$ cat src/rtl/soc_mem2ahb4.sv
// Single-transfer bridge from a simple req/ack memory port to an AHB4 master.
// All outputs come from flops; one transfer in flight, no address pipelining.
//
// state | meaning
// IDLE  | waiting for a request, ack pulse cycle lives here
// ADDR  | NONSEQ address phase on the bus, held until hready
// DATA  | data phase, waiting for hready to complete
// ERR   | illegal byte-enable, one quiet cycle before error ack
module soc_mem2ahb4 #(
   parameter int PLEN = 32,
   parameter int XLEN = 32,
   localparam int SW  = XLEN/8
) (
   input  logic            ahb4_clk_i,
   input  logic            ahb4_rst_i,
   input  logic            mem_req_i,
   input  logic            mem_we_i,
   input  logic [PLEN-1:0] mem_addr_i,
   input  logic [XLEN-1:0] mem_wdata_i,
   input  logic [SW-1:0]   mem_be_i,
   output logic            mem_ack_o,
   output logic            mem_err_o,
   output logic [XLEN-1:0] mem_rdata_o,
   output logic            ahb4_hsel_o,
   output logic [PLEN-1:0] ahb4_haddr_o,
   output logic [XLEN-1:0] ahb4_hwdata_o,
   output logic            ahb4_hwrite_o,
   output logic [2:0]      ahb4_hsize_o,
   output logic [2:0]      ahb4_hburst_o,
   output logic [3:0]      ahb4_hprot_o,
   output logic [1:0]      ahb4_htrans_o,
   output logic            ahb4_hmastlock_o,
   input  logic [XLEN-1:0] ahb4_hrdata_i,
   input  logic            ahb4_hready_i,
   input  logic            ahb4_hresp_i
);

   typedef enum logic [1:0] {
      ST_IDLE,
      ST_ADDR,
      ST_DATA,
      ST_ERR
   } state_t;

   localparam logic [1:0] HTRANS_IDLE   = 2'b00;
   localparam logic [1:0] HTRANS_NONSEQ = 2'b10;

   state_t            state_q, state_d;
   logic              ack_q, ack_d;
   logic              err_q, err_d;
   logic [XLEN-1:0]   rdata_q, rdata_d;
   logic              hsel_q, hsel_d;
   logic [PLEN-1:0]   haddr_q, haddr_d;
   logic [XLEN-1:0]   hwdata_q, hwdata_d;
   logic              hwrite_q, hwrite_d;
   logic [2:0]        hsize_q, hsize_d;
   logic [1:0]        htrans_q, htrans_d;
   logic [XLEN-1:0]   wdata_q, wdata_d;

   logic              be_legal;
   logic [1:0]        be_lsb;
   logic [2:0]        be_size;

   // Address low bits come from the byte enables, not from the request address.
   logic              unused_addr_lsb;
   assign unused_addr_lsb = ^mem_addr_i[1:0];

   always_comb begin
      be_legal = 1'b1;
      be_lsb   = 2'b00;
      be_size  = 3'b010;
      case (mem_be_i)
         4'b1111: begin be_size = 3'b010; be_lsb = 2'b00; end
         4'b0011: begin be_size = 3'b001; be_lsb = 2'b00; end
         4'b1100: begin be_size = 3'b001; be_lsb = 2'b10; end
         4'b0001: begin be_size = 3'b000; be_lsb = 2'b00; end
         4'b0010: begin be_size = 3'b000; be_lsb = 2'b01; end
         4'b0100: begin be_size = 3'b000; be_lsb = 2'b10; end
         4'b1000: begin be_size = 3'b000; be_lsb = 2'b11; end
         default: be_legal = 1'b0;
      endcase
   end

   always_comb begin
      state_d  = state_q;
      ack_d    = 1'b0;
      err_d    = 1'b0;
      rdata_d  = rdata_q;
      hsel_d   = hsel_q;
      haddr_d  = haddr_q;
      hwdata_d = hwdata_q;
      hwrite_d = hwrite_q;
      hsize_d  = hsize_q;
      htrans_d = htrans_q;
      wdata_d  = wdata_q;
      case (state_q)
         ST_IDLE: begin
            if (mem_req_i && !ack_q) begin
               wdata_d = mem_wdata_i;
               if (be_legal) begin
                  haddr_d  = {mem_addr_i[PLEN-1:2], be_lsb};
                  hwrite_d = mem_we_i;
                  hsize_d  = be_size;
                  hsel_d   = 1'b1;
                  htrans_d = HTRANS_NONSEQ;
                  state_d  = ST_ADDR;
               end else begin
                  state_d  = ST_ERR;
               end
            end
         end
         ST_ADDR: begin
            if (ahb4_hready_i) begin
               hsel_d   = 1'b0;
               htrans_d = HTRANS_IDLE;
               hwdata_d = wdata_q;
               state_d  = ST_DATA;
            end
         end
         ST_DATA: begin
            // hresp alone is the first ERROR cycle; only the hready edge matters
            if (ahb4_hready_i) begin
               ack_d = 1'b1;
               err_d = ahb4_hresp_i;
               if (!hwrite_q && !ahb4_hresp_i) begin
                  rdata_d = ahb4_hrdata_i;
               end
               state_d = ST_IDLE;
            end
         end
         ST_ERR: begin
            ack_d   = 1'b1;
            err_d   = 1'b1;
            state_d = ST_IDLE;
         end
         default: state_d = ST_IDLE;
      endcase
   end

   always_ff @(posedge ahb4_clk_i) begin
      if (!ahb4_rst_i) begin
         state_q  <= ST_IDLE;
         ack_q    <= 1'b0;
         err_q    <= 1'b0;
         rdata_q  <= '0;
         hsel_q   <= 1'b0;
         haddr_q  <= '0;
         hwdata_q <= '0;
         hwrite_q <= 1'b0;
         hsize_q  <= 3'b000;
         htrans_q <= HTRANS_IDLE;
         wdata_q  <= '0;
      end else begin
         state_q  <= state_d;
         ack_q    <= ack_d;
         err_q    <= err_d;
         rdata_q  <= rdata_d;
         hsel_q   <= hsel_d;
         haddr_q  <= haddr_d;
         hwdata_q <= hwdata_d;
         hwrite_q <= hwrite_d;
         hsize_q  <= hsize_d;
         htrans_q <= htrans_d;
         wdata_q  <= wdata_d;
      end
   end

   assign mem_ack_o        = ack_q;
   assign mem_err_o        = err_q;
   assign mem_rdata_o      = rdata_q;
   assign ahb4_hsel_o      = hsel_q;
   assign ahb4_haddr_o     = haddr_q;
   assign ahb4_hwdata_o    = hwdata_q;
   assign ahb4_hwrite_o    = hwrite_q;
   assign ahb4_hsize_o     = hsize_q;
   assign ahb4_htrans_o    = htrans_q;
   assign ahb4_hburst_o    = 3'b000;
   assign ahb4_hprot_o     = 4'b0011;
   assign ahb4_hmastlock_o = 1'b0;

endmodule
$ cat config.mk
export PLATFORM = sky130hd
export DESIGN_NAME = soc_mem2ahb4
export DESIGN_NICKNAME = d
export VERILOG_FILES = /design/src/rtl/soc_mem2ahb4.sv
export SDC_FILE = /design/constraint.sdc
export NUM_CORES = 1
export LEC_CHECK = 0
export CORE_ASPECT_RATIO = 0.8
export CORE_UTILIZATION = 39
export CTS_BUF_LIST = sky130_fd_sc_hd__clkbuf_16
export DETAILED_ROUTE_END_ITERATION = 16
export PLACE_DENSITY = 0.77
export SLEW_MARGIN = 10
export SYNTH_ARGS = -nofsm -noshare
export SYNTH_HDL_FRONTEND = slang
export SYNTH_SLANG_ARGS = --single-unit
$ cat constraint.sdc
create_clock -name ahb4_clk_i -period 1.9 [get_ports ahb4_clk_i]
set_clock_uncertainty 0.15 [all_clocks]
set_input_delay 0.38 -clock ahb4_clk_i [delete_from_list [all_inputs] [get_ports ahb4_clk_i]]
set_output_delay 0.38 -clock ahb4_clk_i [all_outputs]
set_load 0.05 [all_outputs]
==> results by group, run 1 <==
Timing
  • Final Hold Slack: ~0.24 ns
  • Slew Limit Fails: 0
  • RSZ-0062 raised after global routing: false
  • F_max: approximately 0.56 GHz
  • Final min period: approximately 1.8 ns
  • Final setup viols: 0
  • Hold Fails Final Rpt: 0
  • Crit share post-route: a little over nine tenths

Power
  • Internal Power: between 5 and 6 mW
  • Power share of the sequential group: between 40% and 50%
  • Max VDD drop: 580.0 uV
  • P_leak: roughly 3.1 nW
  • Combinational Power Share: 16.2%
  • Sw Ratio: a little over a quarter
  • PD cells: 899.3 mW/mm^2
  • Clock power share: around 41%
  • Psw: about 1.9 mW

Synth
  • Register area share after synthesis: 51.42%
  • Synth Flop Type: dfxtp_1
  • Cell area after synthesis: between 0.005 and 0.006 sq mm
  • Synth cell count leaders: nand2_1 (259), dfxtp_1 (136), a21boi_0 (96)
  • Syn Inst Count: ~620
  • Synth async-reset ratio: 0%
  • Cell with the most instances after synthesis: nand2_1
  • Synth cell types: 34
  • Synth Register Bits: 136
  • Syn. warnings: 0
  • Leading area contributor after synthesis: dfxtp_1
  • Synth area leaders: dfxtp_1 (51%), nand2_1 (18%), a21boi_0 (14%)
  • Share of Yosys cell area claimed by the top area cell type: 51.42%
  • Number of flops mapped to enable cells by yosys: 0
  • Post-Syn Area per Cell: roughly 8.6 sq um

Clock network
  • Setup Fix Bufs, Post-CTS: 0
  • Clock root buffer master: clkbuf_16
  • Clock-pin slew on the worst setup and hold paths: about 0.050 ns
  • PostCTS Resize Cnt: 0
  • CTS tree: built
  • Sink Count: around 140
  • Hold Buf Count CTS: 0
  • Max clock buf depth: 2
  • Later-pin clock latency in the skew report: ~0.41 ns
  • H-Tree Depth: 4
  • Total CTS buffers: 17

Critical path
  • Reg2reg end: ahb4_haddr_o[13]$_SDFFE_PN0P_
  • WP data required: between 2 and 2.5 ns
  • Flop-to-flop setup slack: about 0.17 ns
  • CP Capture Type: flip-flop
  • CP cell instances: clkdlybuf4s50_1 > nor2_1 > mux2i_1 > a21oi_4 > buf_12 > o21a_1
  • Critical path arrival: 1.94 ns
  • Slowest cell delay on critical path: 0.44 ns
  • Slowest CP cell: clkdlybuf4s50_1
  • Critical path class: input pin to flip-flop
  • Worst Path Max Fanout: 19
  • Critical Path Source Type: input pin
  • Delay-heaviest family, CP: buffers and inverters
  • FF-to-FF path depth: 4
  • RR Startpoint: state_q[0]$_SDFFE_PN0P_
  • Levels on crit path: 6
  • Buf/Inv on CP: 2

Route
  • Drt drc: 0
  • 1st-pass router iterations: 4
  • WL per Instance: 13.54 microns
  • Drt initial violations: between 150 and 200
  • ANT nets after route: 0
  • Vias per cell: 4.656
  • WL final: 13590 microns
  • Vias: 4670

Layout
  • Layout fillers: 1119
  • # diodes: 0
  • Multi-input logic area: ~0.0023 sq mm
  • Final Non-Filler Cells: 1003
  • Register Area: between 0.002 and 0.003 sq mm
  • Nets: slightly above 900
  • Fin util: 60.32%
  • Share of layout cells above drive strength 1: 18.96%
  • Layout Area Growth over Synthesis: 48.72%

Min path
  • HP Class: input pin to flip-flop
  • Min-Delay Path Depth: 2
  • Hold path start: ahb4_rst_i
  • Worst Hold Path EP: state_q[1]$_SDFFE_PN0P_

Floorplan
  • Die H: 106.2 microns
  • Die X: between 100 and 150 microns
  • Rows: 37
  • Core ar.: between 0.01 and 0.015 sq mm
  • Die area: 0.01405 sq mm
  • # IOs: around 220
  • Starting Density: between 40% and 50%

Global routing
  • First-pass GRT wire length: about 22000 microns
  • Total GRT Usage: about a fifth
  • Gr ovfl total: 0
  • Initial antenna violation count: 0
  • Number of global-route vias before repair: 4661
  • Pin count of the biggest net entering global routing: between 50 and 60

Placement
  • Placed cells: about 1000
  • Detailed Place HPWL: a little under 10000 microns
  • Placer Congestion: 0.7754
  • PortBufs: between 200 and 250

Run status
  • Status: finished, final reports clean

Run
  • Max-cap violations: 0
==> cell families after synthesis <==
| kind of cell | Yosys count | synth area share (%) |
|---|---|---|
| AO/OA/AOI/OAI | 107 | 15.03 |
| XOR/XNOR | 1 | 0.1654 |
| buffers and inverters | 57 | 6.143 |
| flip-flops | 136 | 51.42 |
| multiplexers | 32 | 6.049 |
| other | 2 | 0.1418 |
| AND/OR/NAND/NOR | 280 | 21.05 |
==> state kept, by name (all words and copies together) (netlist names) <==
signal         count
ahb4_haddr_o      32
ahb4_hsize_o       2
ahb4_htrans_o      1
ahb4_hwdata_o     32
ahb4_hwrite_o      1
mem_ack_o          1
mem_err_o          1
mem_rdata_o       32
state_q            2
wdata_q           32
==> worst reg2reg max path: stages (launching register included) <==
cell and delay, ns:
dfxtp_1 0.31, or4b_4 0.55, a21oi_4 0.21, buf_12 0.20, mux2i_1 0.23
==> power by group through the flow <==
stage | Clock, mW | Combinational, mW | Sequential (mW)
2_1_floorplan | 0 | 0.445 | 3.34
3_3_place_gp | 0 | 1.13 | 3.10
3_5_place_dp | 0 | 1.15 | 3.11
4_1_cts | 2.96 | 1.15 | 3.05
5_1_grt | 3.08 | 1.22 | 3.07
6_report | 2.88 | 1.14 | 3.05
==> metrics by stage <==
| step | TNS (ns) | power [mW] | setup WS, ns | cell area [sq um] |
|---|---|---|---|---|
| floorplan | 0 | 3.786 | 0.04042 | 5326 |
| global placement | -13.56 | 4.237 | -0.2726 | 7353 |
| detailed placement | -14.70 | 4.261 | -0.3114 | 7353 |
| CTS | 0 | 7.168 | 0.1227 | 7875 |
| global route | 0 | 7.370 | 0.01004 | 7875 |
| finish | 0 | 7.082 | 0.1117 | 7875 |
==> worst max-delay path by stage <==
stage / startpoint / end
6_report: mem_be_i[3] / ahb4_htrans_o[1]$_SDFFE_PN0P_
5_1_grt: mem_be_i[3] / ahb4_haddr_o[29]$_SDFFE_PN0P_
4_1_cts: mem_req_i / ahb4_haddr_o[13]$_SDFFE_PN0P_
3_5_place_dp: mem_req_i / ahb4_haddr_o[13]$_SDFFE_PN0P_
3_3_place_gp: mem_be_i[3] / ahb4_htrans_o[1]$_SDFFE_PN0P_
2_1_floorplan: state_q[0]$_SDFFE_PN0P_ / ahb4_haddr_o[10]$_SDFFE_PN0P_
==> layout by cell type, fill, tap and decap left out, types with 2 or more instances in the layout <==
master           instances
a21boi_0                96
and3_1                   2
buf_12                  11
buf_4                  117
clkbuf_16               17
clkdlybuf4s50_1        102
clkinv_1                 4
clkinv_2                 5
clkinvlp_4               2
conb_1                  10
dfxtp_1                135
inv_1                    3
mux2i_1                 32
nand2_1                259
nand3_1                  3
nor2_1                   3
nor3_1                   2
nor3b_1                  2
o21a_1                   2
o21ai_0                  3
==> layout make-up <==
cell class                 count  area share [%]
clock inverter                15           1.223
sequential                   136           34.59
clock buffer                  17           5.402
tap                          175           2.780
multi-input combinational    430           29.09
timing repair buffer         230           26.91
==> layer usage <==
layer | routed length, microns | vias up | track usage (%) | share of wire, %
li1 | - | 2373 | - | -
met1 | 5787 | 2124 | 22.32 | 43
met5 | 0 | - | 0 | 0
met3 | 1004 | 24 | 7.344 | 7.4
met4 | 305 | 0 | 8.949 | 2.2
met2 | 6488 | 149 | 33.67 | 48
(Power assumes the default switching activity.)
==> run 2, diff against run 1 <==
--- a/config.mk
+++ b/config.mk
@@ -9,7 +9,7 @@
 export CORE_UTILIZATION = 39
 export CTS_BUF_LIST = sky130_fd_sc_hd__clkbuf_16
 export DETAILED_ROUTE_END_ITERATION = 16
-export PLACE_DENSITY = 0.77
+export PLACE_DENSITY = 0.84
 export SLEW_MARGIN = 10
 export SYNTH_ARGS = -nofsm -noshare
 export SYNTH_HDL_FRONTEND = slang
==> run 2 against run 1 <==
Against the previous run: fmax rose by 0.49%; cell area rose by 0.62%; first-iteration DRC count fell by 5.7%; highest routed layer unchanged; non-clock buffer count rose by 4; worst setup slack improved by 0.0087 ns; critical path type unchanged; largest power group is now clock.
==> results by group, run 2 (synthesized netlist as in run 1, its figures left out) <==
Run status
  • Status: finished, final reports clean

Global routing
  • Total GRT Usage: 19.00% (-0.85 points)
  • Initial antenna violation count: 0 (unchanged)
  • Number of global-route vias before repair: 4502 (-3.4%)
  • Pin count of the biggest net entering global routing: 50 (-15%)
  • First-pass GRT wire length: 21360 microns (-2.8%)
  • Gr ovfl total: 0 (unchanged)

Run
  • Max-cap violations: 0 (unchanged)

Clock network
  • Later-pin clock latency in the skew report: 0.40 ns (about the same)
  • Max clock buf depth: 2 (unchanged)
  • H-Tree Depth: 4 (unchanged)
  • CTS tree: built
  • Clock-pin slew on the worst setup and hold paths: 0.06 ns (about the same)
  • Setup Fix Bufs, Post-CTS: 0 (unchanged)
  • Clock root buffer master: clkbuf_16
  • Sink Count: 136 (unchanged)
  • PostCTS Resize Cnt: 0 (unchanged)
  • Total CTS buffers: 17 (unchanged)
  • Hold Buf Count CTS: 0 (unchanged)

Min path
  • Hold path start: ahb4_rst_i
  • Min-Delay Path Depth: 3 (+1)
  • Worst Hold Path EP: ahb4_haddr_o[11]$_SDFFE_PN0P_
  • HP Class: input pin to flip-flop

Layout
  • Commonest non-fill, non-tap cell in the layout: nand2_1
  • Post-layout instance area: 0.007924 sq mm (+0.62%)
  • Most frequent cells in the layout: nand2_1 (259), dfxtp_1 (135), buf_4 (124)
  • Share of layout cells above drive strength 1: 19.83% (+0.87 points)
  • # diodes: 0 (unchanged)
  • Layout Area Growth over Synthesis: 49.65%
  • Nets: 925 (+0.43%)
  • Layout fillers: 1170 (+4.6%)

Critical path
  • WP data required: 2.07 ns (+0.02 ns)
  • RR Startpoint: state_q[0]$_SDFFE_PN0P_
  • CP Capture Type: flip-flop
  • Worst Path Max Fanout: 18 (-1)
  • Critical path class: input pin to flip-flop
  • Critical path arrival: 1.95 ns (about the same)
  • CP Launch Point: mem_req_i
  • Critical Path Source Type: input pin
  • FF-to-FF path depth: 4 (unchanged)
  • Reg2reg end: ahb4_haddr_o[10]$_SDFFE_PN0P_
  • Flop-to-flop setup slack: 0.20 ns (+0.03 ns)

Power
  • Overall Power: 7.385 mW (+4.3%)
  • P_leak: 3.157 nW (+0.57%)
  • PD cells: 932.0 mW/mm^2 (+3.6%)
  • Max VDD drop: 575.3 uV (-0.82%)

Route
  • ANT nets after route: 0 (unchanged)
  • Drt initial violations: 183 (-5.7%)
  • WL final: 13010 microns (-4.2%)
  • Vias per cell: 4.587 (-1.5%)
  • Drt drc: 0 (unchanged)
  • WL per Instance: 12.92 microns (-4.6%)
  • Vias: 4619 (-1.1%)
  • 1st-pass router iterations: 4 (unchanged)

Timing
  • Crit share post-route: 93.66% (-0.46 points)
  • Hold Fails Final Rpt: 0 (unchanged)
  • RSZ-0062 raised after global routing: false
  • Slew Limit Fails: 0 (unchanged)
  • F_max: 0.5619 GHz (+0.49%)
  • Final min period: 1.780 ns (-0.008662 ns)
  • Final setup viols: 0 (unchanged)

Floorplan
  • Core ar.: 0.01306 sq mm (unchanged)
  • Die X: 132.3 microns (unchanged)
  • Starting Density: 40.56% (unchanged)
  • Die H: 106.2 microns (unchanged)
  • # IOs: 219 (unchanged)
  • Rows: 37 (unchanged)
  • Die area: 0.01405 sq mm (unchanged)

Placement
  • Placer Congestion: 0.7427 (-4.2%)
  • DP Area: 0.007346 sq mm (-0.10%)
  • PortBufs: 206 (unchanged)
  • Detailed Place HPWL: 9158 microns (-5.6%)
[run 2: cell types whose count changed in the layout (fill, tap and decap cells not counted)]
cell and change:
inv_6 +3, nor2_2 +1, buf_4 +7, clkinv_2 -4
clkinv_4 +2, inv_8 +1, nor2_1 -1, inv_1 -3
buf_12 -3, bufinv_16 +1
[run 2: final cells by class]
type / instances / area [sq um] / area share (%)
Clock buffer: 17 / 425.4 / 5.369
Sequential cell: 136 / 2724 / 34.38
Tap cell: 175 / 219.0 / 2.763
Timing Repair Buffer: 234 / 2112 / 26.65
Multi-Input combinational cell: 430 / 2293 / 28.94
Clock inverter: 15 / 150.1 / 1.895
[run 2: report_power, final]
part / switching [mW] / internal [mW]
Clock: 1.28 / 1.94
Sequential: 0.0639 / 2.98
Combinational: 0.640 / 0.486
[run 2: through the flow]
stage	hold slack (ns)	setup slack (ns)	util (%)	TNS, ns	cells
2_1_floorplan	0.2912	0.04042	-	0	623
3_3_place_gp	0.2933	-0.2909	56.27	-13.94	975
3_5_place_dp	0.3005	-0.3064	56.27	-15.46	975
4_1_cts	0.2443	0.1067	60.68	0	1007
5_1_grt	0.2657	0.04867	60.70	0	1007
6_report	0.2543	0.1204	60.70	0	1007
[run 2: worst max-delay path by stage]
| stage | to | slack, ns | depth (start not counted) |
|---|---|---|---|
| 2_1_floorplan | ahb4_haddr_o[10]$_SDFFE_PN0P_ | 0.04 | 7 |
| 3_3_place_gp | ahb4_htrans_o[1]$_SDFFE_PN0P_ | -0.29 | 6 |
| 3_5_place_dp | ahb4_htrans_o[1]$_SDFFE_PN0P_ | -0.31 | 6 |
| 4_1_cts | ahb4_htrans_o[1]$_SDFFE_PN0P_ | 0.11 | 6 |
| 5_1_grt | ahb4_haddr_o[19]$_SDFFE_PN0P_ | 0.05 | 5 |
| 6_report | ahb4_haddr_o[10]$_SDFFE_PN0P_ | 0.12 | 5 |
[run 2: routing by layer]
layer  vias up  part of all wire, %  global-route usage, %
met5         -                    0                      0
met4         0                  1.7                  6.979
met3        14                  7.2                  6.533
met2       137                   47                  31.93
met1      2092                   44                  22.48
li1       2376                    -                      -
[run 2: worst max-delay path: stages]
cell and delay, ns:
clkdlybuf4s50_1 0.47, or4b_4 0.48, a21oi_4 0.20, buf_12 0.21
mux2i_1 0.20
==> run 3, diff against run 2 <==
--- a/config.mk
+++ b/config.mk
@@ -5,11 +5,12 @@
 export SDC_FILE = /design/constraint.sdc
 export NUM_CORES = 1
 export LEC_CHECK = 0
+export ABC_AREA = 1
 export CORE_ASPECT_RATIO = 0.8
-export CORE_UTILIZATION = 39
+export CORE_UTILIZATION = 38
 export CTS_BUF_LIST = sky130_fd_sc_hd__clkbuf_16
 export DETAILED_ROUTE_END_ITERATION = 16
-export PLACE_DENSITY = 0.84
+export PLACE_DENSITY = 0.83
 export SLEW_MARGIN = 10
 export SYNTH_ARGS = -nofsm -noshare
 export SYNTH_HDL_FRONTEND = slang
==> run 3 against run 2 <==
Against the previous run: routed wire length shrank 0.87%; first-iteration DRC count grew 8.2%; non-clock buffer count unchanged; fmax up 8.9%; cell area down 3.1%; power up 5.0%; flip-flop and latch count stayed put; global-route usage shrank 0.38 points; synthesized cell count grew 2.9%; largest power group is now sequential cells; clock-buffer cell count unchanged; largest cell class unchanged; sequential share of layout area up 1.1 points; critical path depth is 4 higher.
==> results by group, run 3 <==
Run status
  • Status: finished, final reports clean

Synth
  • Synth async-reset ratio: 0% (unchanged)
  • Register area share after synthesis: 53.11% (+1.7 points)
  • Synth Area in Compound Gates: 17.67% (+2.6 points)
  • Post-Syn Area per Cell: 8.098 sq um (-5.9%)
  • Share of Yosys cell area claimed by the top area cell type: 53.11% (+1.7 points)
  • Leading area contributor after synthesis: dfxtp_1
  • Synth area leaders: dfxtp_1 (53%), nor2_1 (9.6%), o21ai_0 (9.4%)
  • Cell area after synthesis: 0.005126 sq mm (-3.2%)
  • Synth cell count leaders: dfxtp_1 (136), nor2_1 (131), o21ai_0 (96)
  • Mux contribution to synthesized area: 0% (-6.0 points)
  • Post-synthesis simple-gate area fraction: 18.99% (-2.1 points)
  • XOR/XNOR Fraction of Synth Area: 0% (-0.17 points)
  • Syn. warnings: 0 (unchanged)
  • Area share of fa/ha/maj cells after synthesis: 0% (unchanged)
  • Syn Inst Count: 633 (+2.9%)
  • Cell with the most instances after synthesis: dfxtp_1
  • Synth Register Bits: 136 (unchanged)
  • Synth Flop Type: dfxtp_1
  • Number of flops mapped to enable cells by yosys: 0 (unchanged)
  • Largest family of logic cells by synthesized area: simple AND/OR/NAND/NOR gates
  • Synth cell types: 28 (-18%)

Route
  • WL per Instance: 12.54 microns (-2.9%)
  • ANT nets after route: 0 (unchanged)
  • WL final: 12900 microns (-0.87%)
  • Drt initial violations: 198 (+8.2%)
  • 1st-pass router iterations: 6 (+2)
  • Vias per cell: 4.561 (-0.56%)
  • Vias: 4689 (+1.5%)
  • Drt drc: 0 (unchanged)

Timing
  • Final min period: 1.634 ns (-0.1461 ns)
  • Final setup viols: 0 (unchanged)
  • Slew Limit Fails: 0 (unchanged)
  • RSZ-0062 raised after global routing: false
  • Hold Fails Final Rpt: 0 (unchanged)
  • Crit share post-route: 85.97% (-7.7 points)
  • F_max: 0.6122 GHz (+8.9%)
  • Setup TNS: 0 ns (unchanged)

Critical path
  • WP data required: 2.08 ns (about the same)
  • Critical path class: input pin to flip-flop
  • Slowest CP cell: clkdlybuf4s50_1
  • Critical Path Source Type: input pin
  • CP Capture Type: flip-flop
  • CP most frequent cell: nand2_2
  • Buf/Inv on CP: 2 (unchanged)
  • Worst Path Max Fanout: 35 (+17)
  • CP cell instances: clkdlybuf4s50_1 > inv_2 > nand2_2 > nand2_2 > nand2_2 > nand3_4 > nand2_8 > nand2_1 > a21oi_1
  • Critical path arrival: 1.81 ns (-0.14 ns)
  • Slowest cell delay on critical path: 0.51 ns (+0.03 ns)
  • Delay-heaviest family, CP: simple AND/OR/NAND/NOR gates

Global routing
  • First-pass GRT wire length: 20730 microns (-3.0%)
  • Number of global-route vias before repair: 4231 (-6.0%)
  • Pin count of the biggest net entering global routing: 73 (+46%)
  • Gr ovfl total: 0 (unchanged)
  • Initial antenna violation count: 0 (unchanged)
  • Total GRT Usage: 18.62% (-0.38 points)

Run
  • Max-cap violations: 0 (unchanged)

Layout
  • Final Non-Filler Cells: 1028 (+2.1%)
  • # diodes: 0 (unchanged)
  • Layout Area Growth over Synthesis: 49.84%
  • Nets: 946 (+2.3%)
  • Commonest non-fill, non-tap cell in the layout: dfxtp_1
  • Register Area: 0.002723 sq mm (about the same)
  • Layout fillers: 1142 (-2.4%)
  • Multi-input logic area: 0.001922 sq mm (-16%)
  • Share of layout cells above drive strength 1: 23.21% (+3.4 points)
  • Most frequent cells in the layout: dfxtp_1 (136), nor2_1 (131), buf_4 (125)

Floorplan
  • Die H: 105.9 microns (-0.32%)
  • Die area: 0.01396 sq mm (-0.63%)
  • Die X: 131.9 microns (-0.32%)
  • Rows: 37 (unchanged)
  • # IOs: 219 (unchanged)
  • Core ar.: 0.01301 sq mm (-0.35%)
  • Starting Density: 39.41% (-1.2 points)

Clock network
  • Hold Buf Count CTS: 0 (unchanged)
  • Clock root buffer master: clkbuf_16
  • Later-pin clock latency in the skew report: 0.40 ns (about the same)
  • Total CTS buffers: 17 (unchanged)
  • Max clock buf depth: 2 (unchanged)
  • Setup Fix Bufs, Post-CTS: 0 (unchanged)
  • PostCTS Resize Cnt: 0 (unchanged)
  • H-Tree Depth: 4 (unchanged)
  • Sink Count: 136 (unchanged)
  • CTS tree: built
  • Clock-pin slew on the worst setup and hold paths: 0.06 ns (about the same)

Min path
  • HP Class: input pin to flip-flop

Placement
  • Detailed Place HPWL: 9128 microns (-0.33%)
  • PortBufs: 206 (unchanged)
  • Placer Congestion: 0.8108 (+9.2%)
  • Placed cells: 996 (+2.2%)

Power
  • P_leak: 3.160 nW (about the same)
  • Overall Power: 7.756 mW (+5.0%)
  • Max VDD drop: 590.5 uV (+2.7%)
  • PD cells: 1010 mW/mm^2 (+8.3%)
-- run 3: final timing paths --
kind	start	to	slack, ns	cells after the start
worst min-delay path	ahb4_rst_i	mem_rdata_o[3]$_SDFFE_PN0P_	0.19	3
worst max-delay path	mem_be_i[2]	ahb4_haddr_o[25]$_SDFFE_PN0P_	0.27	9
worst min register to register	ahb4_hwdata_o[27]$_SDFFE_PN0P_	ahb4_hwdata_o[27]$_SDFFE_PN0P_	0.29	2
worst max register to register	state_q[0]$_SDFFE_PN0P_	mem_rdata_o[31]$_SDFFE_PN0P_	0.28	9
-- run 3: power breakdown --
group | leakage, nW | internal, mW | switching, mW
registers | 1.11 | 3.06 | 0.101
logic | 1.79 | 0.582 | 0.957
clock network | 0.263 | 1.80 | 1.26
-- run 3: through the flow --
step	util, %	area, sq um	worst slack [ns]	hold slack [ns]
2_1_floorplan	-	5156	0.2240	0.2995
4_1_cts	59.05	7681	0.2767	0.1805
3_3_place_gp	54.79	7127	-0.09734	0.2805
6_report	59.05	7681	0.2665	0.1941
5_1_grt	59.05	7681	0.1390	0.2032
3_5_place_dp	54.79	7127	-0.1493	0.2844
-- run 3: kinds of logic (layout without fill, tap and decap cells) --
kind of cell | count (synthesis) | in the layout
other cells | 2 | 10
flops | 136 | 136
compound gates | 170 | 170
simple gates | 224 | 224
buf+inv | 101 | 313
-- run 3: layer usage --
metal	GRT usage (%)	wire length (microns)
met3	6.301	789
met2	29.63	5866
met5	0	0
met4	6.229	188
met1	23.51	6051
-- run 3: layout make-up --
cell class | count | share of cell area (%)
multi-input combinational | 404 | 25.02
inverter | 47 | 2.329
timing repair buffer | 234 | 27.14
clock buffer | 17 | 5.538
tap | 175 | 2.851
sequential | 136 | 35.45
clock inverter | 15 | 1.678
-- run 3: worst reg2reg max path: cells and delay by family (launching register included) --
| kind | cells | cell delay [ns] |
|---|---|---|
| flops | 1 | 0.34 |
| simple gates | 4 | 0.37 |
| buf+inv | 5 | 0.69 |
